--- src/rtl/byte_mux_arbiter_pkg.sv ---
// Shared types and constants for the two-source byte arbiter.
// Source encoding matches O_SRC and SEL: 0 = requester A, 1 = requester B.
package byte_mux_pkg;

  typedef enum logic [1:0] {
    IDLE  = 2'd0,
    OWN_A = 2'd1,
    OWN_B = 2'd2
  } arb_state_t;

  localparam logic SRC_A = 1'b0;
  localparam logic SRC_B = 1'b1;

endpackage

--- src/rtl/byte_mux_arbiter_if.sv ---
// Producer/consumer bundle around the arbiter.
// Handshake rule on every channel: a beat transfers on a rising edge where VALID and READY
// are both 1; VALID/DATA from a producer stay put until that happens; READY is combinational.
interface byte_mux_arbiter_if #(
  parameter int k = 8
);
  logic         A_VALID;
  logic [k-1:0] A_DATA;
  logic         A_READY;
  logic         B_VALID;
  logic [k-1:0] B_DATA;
  logic         B_READY;
  logic         O_VALID;
  logic [k-1:0] O_DATA;
  logic         O_SRC;
  logic         O_READY;
  logic         SEL;

  modport master (
    output A_VALID, A_DATA, B_VALID, B_DATA, O_READY,
    input  A_READY, B_READY, O_VALID, O_DATA, O_SRC, SEL
  );

  modport slave (
    input  A_VALID, A_DATA, B_VALID, B_DATA, O_READY,
    output A_READY, B_READY, O_VALID, O_DATA, O_SRC, SEL
  );
endinterface

--- src/rtl/byte_mux_arbiter_mux.sv ---
// Plain 2:1 data select; sel_i = 1 picks b_i.
module MuxByte2to1 #(
  parameter int k = 8
) (
  input  logic [k-1:0] a_i,
  input  logic [k-1:0] b_i,
  input  logic         sel_i,
  output logic [k-1:0] y_o
);
  assign y_o = sel_i ? b_i : a_i;
endmodule

--- src/rtl/byte_mux_arbiter.sv ---
// Burst-limited round-robin arbiter sharing one byte path between A and B,
// feeding a single registered output stage with valid/ready.
module byte_mux_arbiter
  import byte_mux_pkg::*;
#(
  parameter int  k        = 8,
  parameter int  MAXBURST = 4,
  localparam int CW       = $clog2(MAXBURST + 1)
) (
  input  logic                CLK,
  input  logic                RST,
  byte_mux_arbiter_if.slave   bus,
  output arb_state_t          dbg_state_o,
  output logic [CW-1:0]       dbg_cnt_o,
  output logic                dbg_last_o
);

  localparam logic [CW-1:0] MAX_CNT = CW'(MAXBURST);

  arb_state_t    state_q, state_d;
  logic [CW-1:0] cnt_q, cnt_d;
  logic          last_q, last_d;
  logic          o_valid_q, o_valid_d;
  logic [k-1:0]  o_data_q, o_data_d;
  logic          o_src_q, o_src_d;

  logic          ld;
  logic          below_max;
  logic          grant_a, grant_b;
  logic [k-1:0]  mux_data;

  assign ld        = ~o_valid_q | bus.O_READY;
  assign below_max = (cnt_q < MAX_CNT);

  // Grants are suppressed during RST so no producer sees READY in the reset cycle.
  always_comb begin
    grant_a = 1'b0;
    grant_b = 1'b0;
    if (!RST) begin
      unique case (state_q)
        IDLE: begin
          if (bus.A_VALID && bus.B_VALID) begin
            grant_a = last_q;
            grant_b = ~last_q;
          end else begin
            grant_a = bus.A_VALID;
            grant_b = bus.B_VALID;
          end
        end
        OWN_A: begin
          if (bus.A_VALID && (below_max || !bus.B_VALID)) grant_a = 1'b1;
          else if (bus.B_VALID)                           grant_b = 1'b1;
        end
        OWN_B: begin
          if (bus.B_VALID && (below_max || !bus.A_VALID)) grant_b = 1'b1;
          else if (bus.A_VALID)                           grant_a = 1'b1;
        end
        default: ;
      endcase
    end
  end

  MuxByte2to1 #(.k(k)) u_mux (
    .a_i   (bus.A_DATA),
    .b_i   (bus.B_DATA),
    .sel_i (grant_b),
    .y_o   (mux_data)
  );

  always_comb begin
    state_d   = state_q;
    cnt_d     = cnt_q;
    last_d    = last_q;
    o_valid_d = o_valid_q;
    o_data_d  = o_data_q;
    o_src_d   = o_src_q;
    if (ld) begin
      if (grant_a || grant_b) begin
        o_valid_d = 1'b1;
        o_data_d  = mux_data;
        o_src_d   = grant_b ? SRC_B : SRC_A;
        last_d    = grant_b ? SRC_B : SRC_A;
        state_d   = grant_b ? OWN_B : OWN_A;
        if ((grant_a && state_q == OWN_A) || (grant_b && state_q == OWN_B)) begin
          cnt_d = below_max ? cnt_q + CW'(1) : cnt_q;
        end else begin
          cnt_d = CW'(1);
        end
      end else begin
        o_valid_d = 1'b0;
        state_d   = IDLE;
        cnt_d     = '0;
      end
    end
  end

  always_ff @(posedge CLK) begin
    if (RST) begin
      state_q   <= IDLE;
      cnt_q     <= '0;
      last_q    <= SRC_B;
      o_valid_q <= 1'b0;
      o_data_q  <= '0;
      o_src_q   <= SRC_A;
    end else begin
      state_q   <= state_d;
      cnt_q     <= cnt_d;
      last_q    <= last_d;
      o_valid_q <= o_valid_d;
      o_data_q  <= o_data_d;
      o_src_q   <= o_src_d;
    end
  end

  assign bus.A_READY = ld & grant_a;
  assign bus.B_READY = ld & grant_b;
  assign bus.SEL     = grant_b;
  assign bus.O_VALID = o_valid_q;
  assign bus.O_DATA  = o_data_q;
  assign bus.O_SRC   = o_src_q;

  assign dbg_state_o = state_q;
  assign dbg_cnt_o   = cnt_q;
  assign dbg_last_o  = last_q;

endmodule

--- src/flat_wrapper.sv ---
// flat-port wrapper written by rule: the top's interface ports become plain ports
module byte_mux_arbiter_flat import byte_mux_pkg::*;
#(
  parameter int  k        = 8,
  parameter int  MAXBURST = 4,
  localparam int CW       = $clog2(MAXBURST + 1)
)
  (CLK, RST, dbg_state_o, dbg_cnt_o, dbg_last_o, bus_A_VALID, bus_A_DATA, bus_B_VALID, bus_B_DATA, bus_O_READY, bus_A_READY, bus_B_READY, bus_O_VALID, bus_O_DATA, bus_O_SRC, bus_SEL);
  byte_mux_arbiter_if #(.k(k)) bus_i ();
  input  logic CLK;
  input  logic RST;
  output arb_state_t dbg_state_o;
  output logic [CW-1:0] dbg_cnt_o;
  output logic dbg_last_o;
  input wire logic [$bits(bus_i.A_VALID)-1:0] bus_A_VALID;
  input wire logic [$bits(bus_i.A_DATA)-1:0] bus_A_DATA;
  input wire logic [$bits(bus_i.B_VALID)-1:0] bus_B_VALID;
  input wire logic [$bits(bus_i.B_DATA)-1:0] bus_B_DATA;
  input wire logic [$bits(bus_i.O_READY)-1:0] bus_O_READY;
  output wire logic [$bits(bus_i.A_READY)-1:0] bus_A_READY;
  output wire logic [$bits(bus_i.B_READY)-1:0] bus_B_READY;
  output wire logic [$bits(bus_i.O_VALID)-1:0] bus_O_VALID;
  output wire logic [$bits(bus_i.O_DATA)-1:0] bus_O_DATA;
  output wire logic [$bits(bus_i.O_SRC)-1:0] bus_O_SRC;
  output wire logic [$bits(bus_i.SEL)-1:0] bus_SEL;
  assign bus_i.A_VALID = bus_A_VALID;
  assign bus_i.A_DATA = bus_A_DATA;
  assign bus_i.B_VALID = bus_B_VALID;
  assign bus_i.B_DATA = bus_B_DATA;
  assign bus_i.O_READY = bus_O_READY;
  assign bus_A_READY = bus_i.A_READY;
  assign bus_B_READY = bus_i.B_READY;
  assign bus_O_VALID = bus_i.O_VALID;
  assign bus_O_DATA = bus_i.O_DATA;
  assign bus_O_SRC = bus_i.O_SRC;
  assign bus_SEL = bus_i.SEL;
  byte_mux_arbiter #(.k(k), .MAXBURST(MAXBURST)) u_core (.CLK(CLK), .RST(RST), .bus(bus_i), .dbg_state_o(dbg_state_o), .dbg_cnt_o(dbg_cnt_o), .dbg_last_o(dbg_last_o));
endmodule
--- config.mk ---
export PLATFORM = sky130hd
export DESIGN_NAME = byte_mux_arbiter_flat
export DESIGN_NICKNAME = d
export VERILOG_FILES = /design/src/rtl/byte_mux_arbiter_pkg.sv /design/src/rtl/byte_mux_arbiter_if.sv /design/src/rtl/byte_mux_arbiter_mux.sv /design/src/rtl/byte_mux_arbiter.sv /design/src/flat_wrapper.sv
export SDC_FILE = /design/constraint.sdc
export NUM_CORES = 1
export LEC_CHECK = 0
export ABC_AREA = 1
export ABC_CLOCK_PERIOD_IN_PS = 1500
export CAP_MARGIN = 20
export CELL_PAD_IN_SITES_DETAIL_PLACEMENT = 0
export CELL_PAD_IN_SITES_GLOBAL_PLACEMENT = 2
export CORE_MARGIN = 2
export CORE_UTILIZATION = 21
export CTS_CLUSTER_SIZE = 14
export DETAILED_ROUTE_END_ITERATION = 16
export PLACE_DENSITY = 0.89
export SLEW_MARGIN = 5
export SYNTH_ARGS = -nofsm -noshare
export SYNTH_HDL_FRONTEND = slang
export SYNTH_SLANG_ARGS = --single-unit
--- constraint.sdc ---
create_clock -name CLK -period 1.5 [get_ports CLK]
set_input_delay 0.225 -clock CLK [delete_from_list [all_inputs] [get_ports CLK]]
set_output_delay 0.225 -clock CLK [all_outputs]
set_load 0.03 [all_outputs]
==> flow_summary.json <==
{
  "rr_startpoint": "u_core.dbg_state_o[1]",
  "wl_met1_um": 1120,
  "worstPathMaxFanout": 6,
  "synth_xor_xnor_area_share_pct": 0,
  "vdd_drop_max_mv": 0.2918,
  "final_cell_mix": "nand2_1, clkdlybuf4s50_1, buf_4",
  "worst_hold_slack_ns": 0.4608,
  "die_h_um": 69.86,
  "netlist.area_leader.share_pct": 35.16,
  "holdPathEnd": "u_core.bus.O_SRC",
  "ys_types": 18,
  "synth-simple-area-share_pct": 42.72,
  "path_cells": "inv_4, nor2_4, nand2_1, nand3_2, nand2_4, inv_4, nand2_4, inv_2, buf_6",
  "power.density_nw_per_um2": 759.3,
  "synth_top_family_by_area": "simple AND/OR/NAND/NOR gates",
  "fmax_mhz": 649.3,
  "post_drt_wl_per_cell_um": 10.80,
  "syn_nets": 158,
  "initial_utilization_pct": 22.29,
  "die_area_sq_um": 4880,
  "critical_path_class": "reg -> out",
  "viasPerCell": 4.200,
  "ys_seq_area_share_pct": 35.16,
  "min_period_over_period_pct": 102.7,
  "h-tree-depth": 1,
  "clkTransAtPathRegs_ns": 0.06,
  "cap_violations": 0,
  "netlist_instances": 136,
  "syn_to_final_growth_pct": 79.81,
  "relSlewSlack_pct": 77.79,
  "clk_path_buf_depth": 2,
  "fin_setup_tns_ns": -0.06074,
  "numCtsBuffers": 3,
  "setup_violations": 2,
  "status": "finished with violations",
  "layout.nets": 219,
  "synth.largest_area_cell": "dfxtp_1",
  "reg2regPathDepth": 12,
  "dpl_cell_area_sq_um": 1461,
  "violations": "setup timing",
  "finalPower_mw": 1.244,
  "clkLatencyLatePin_ns": 0.25,
  "postRouteAntennaNets": 0,
  "grt_pass1_wl_um": 4533,
  "min_path_type": "reg -> reg",
  "tightest_slew_ns": 0.3327,
  "fp.dieW_um": 69.86,
  "cts_root_buffer": "clkbuf_8",
  "route.detailed.drc": 0,
  "ys_ff_latch": 16,
  "regToRegSetupSlack_ns": 0.05,
  "rsz0062_at_grt": "yes",
  "dr_wl_met2_um": 1283,
  "ys_warn_count": 0,
  "design_area_sq_um": 1638,
  "arrival_ns": 1.32,
  "instances_no_fill": 245,
  "cp-start-kind": "flop",
  "leakage_nw": 0.8613,
  "grt_pass1_vias": 1070,
  "dp.cells": 236,
  "slowest_stage": "dfxtp_4",
  "first_iter_violations": 33,
  "overflow": 0,
  "antenna_found_initial": 0,
  "final_max_slew_viol_count": 0,
  "port_buffers": 39,
  "fin_ws_ns": -0.04000,
  "min_period_ns": 1.540,
  "track_usage_pct": 11.21,
  "synth_fa_ha_area_share_pct": 1.374,
  "top_layer_used": "met4",
  "end_kind": "output port",
  "drive_gt1_share_pct": 33.85,
  "hold_viol_final": 0,
  "critical_path_required_ns": 1.27,
  "rr_endpoint": "u_core.dbg_cnt_o[0]",
  "hold_buffers": 0,
  "yosys-top-cells-area": "dfxtp_1, nand2_1, a21oi_2",
  "worstHoldStart": "u_core.bus.O_SRC",
  "place_congestion": 0.8522,
  "whs_path_depth": 2,
  "cts_tree": "done",
  "drtPass1Iterations": 5,
  "wl_met3_um": 219,
  "boundaryPins": 40,
  "fillers": 423,
  "seqCellArea_sq_um": 331.6,
  "grt_max_degree": 13,
  "hpwl_um": 1996,
  "via_count": 1029,
  "synthMuxAreaShare_pct": 0,
  "wl_um": 2647,
  "syn_area_sq_um": 910.9,
  "fp-row-count": 23,
  "final_common_cell": "nand2_1",
  "diodes": 0,
  "max_stage_delay_ns": 0.42,
  "synth_compound_area_share_pct": 13.19,
  "core_area_sq_um": 4086,
  "fin_worst_skew_ns": 0.004761,
  "clock_sinks": 16,
  "syn_area_per_cell_sq_um": 6.698,
  "multi_input_area_sq_um": 589.3
}
what timing repair did:
item,CTS,global route
setup endpoints to repair,11,19
pin swaps,3,3
cloned,0,1
resized for setup,17,25
hold endpoints to repair,0,0
buffers inserted,2,3
per-layer routing:
metal | up-vias | track usage [%]
met5 | - | 0
met4 | 0 | 3.846
met3 | 4 | 4.473
met2 | 40 | 18.41
met1 | 442 | 13.26
li1 | 543 | -
how the worst max path moves through the flow:
stage                                from                   to  slack [ns]
floorplan           u_core.dbg_state_o[1]          bus_B_READY        0.02
global placement              bus_B_VALID  u_core.dbg_cnt_o[0]       -0.18
detailed placement            bus_A_VALID          bus_B_READY       -0.20
CTS                 u_core.dbg_state_o[1]          bus_B_READY       -0.06
global route        u_core.dbg_state_o[0]          bus_B_READY       -0.13
finish              u_core.dbg_state_o[0]          bus_B_READY       -0.04
sequential cells by signal, indices dropped and copies added (netlist names):
signal / flops
u_core.dbg_cnt_o: 3
u_core.dbg_last_o: 1
u_core.dbg_state_o: 2
u_core.bus.O_VALID: 1
u_core.bus.O_SRC: 1
u_core.bus.O_DATA: 8
final cells by class:
| class | count | area share [%] |
|---|---|---|
| well taps | 50 | 3.820 |
| flip-flops and latches | 16 | 20.24 |
| multi-input cells | 104 | 35.98 |
| inverters | 16 | 4.736 |
| repair buffers | 56 | 32.70 |
| clock buffers | 3 | 2.521 |
per-stage QoR:
stage,utilization (%),worst slack (ns)
after floorplan,-,0.01518
after global placement,35.76,-0.1775
after detailed placement,35.76,-0.2000
after CTS,37.26,-0.06214
after global routing,40.08,-0.1281
final,40.08,-0.04000
critical path: cells and delay by family, from the launching register on:
family                 cells  cell delay (ns)
flip-flops                 1             0.42
AND/OR/NAND/NOR            5             0.37
buffers and inverters      4             0.29
report_power, final:
group	switching, mW	total [mW]	leakage (nW)	internal [mW]
registers	0.0237	0.476	0.133	0.452
logic	0.245	0.446	0.707	0.201
clock network	0.144	0.322	0.0216	0.178
Yosys cell counts:
cell type	n
nand2_1	55
dfxtp_1	16
inv_1	12
nand2_2	10
a21oi_2	8
nor2_1	8
nand3_1	6
a21oi_1	5
inv_2	3
nand2_4	3
nand3_2	2
o21ai_0	2
a21boi_1	1
clkbuf_1	1
ha_1	1
inv_6	1
nor2_2	1
o211ai_1	1
kinds of logic (layout without fill, tap and decap cells):
family | Yosys count | after routing
buffers and inverters | 17 | 75
and+or+nand+nor | 85 | 86
DFF | 16 | 16
AOI/OAI and AO/OA | 17 | 17
adders and majority gates | 1 | 1
(Power assumes the default switching activity.)
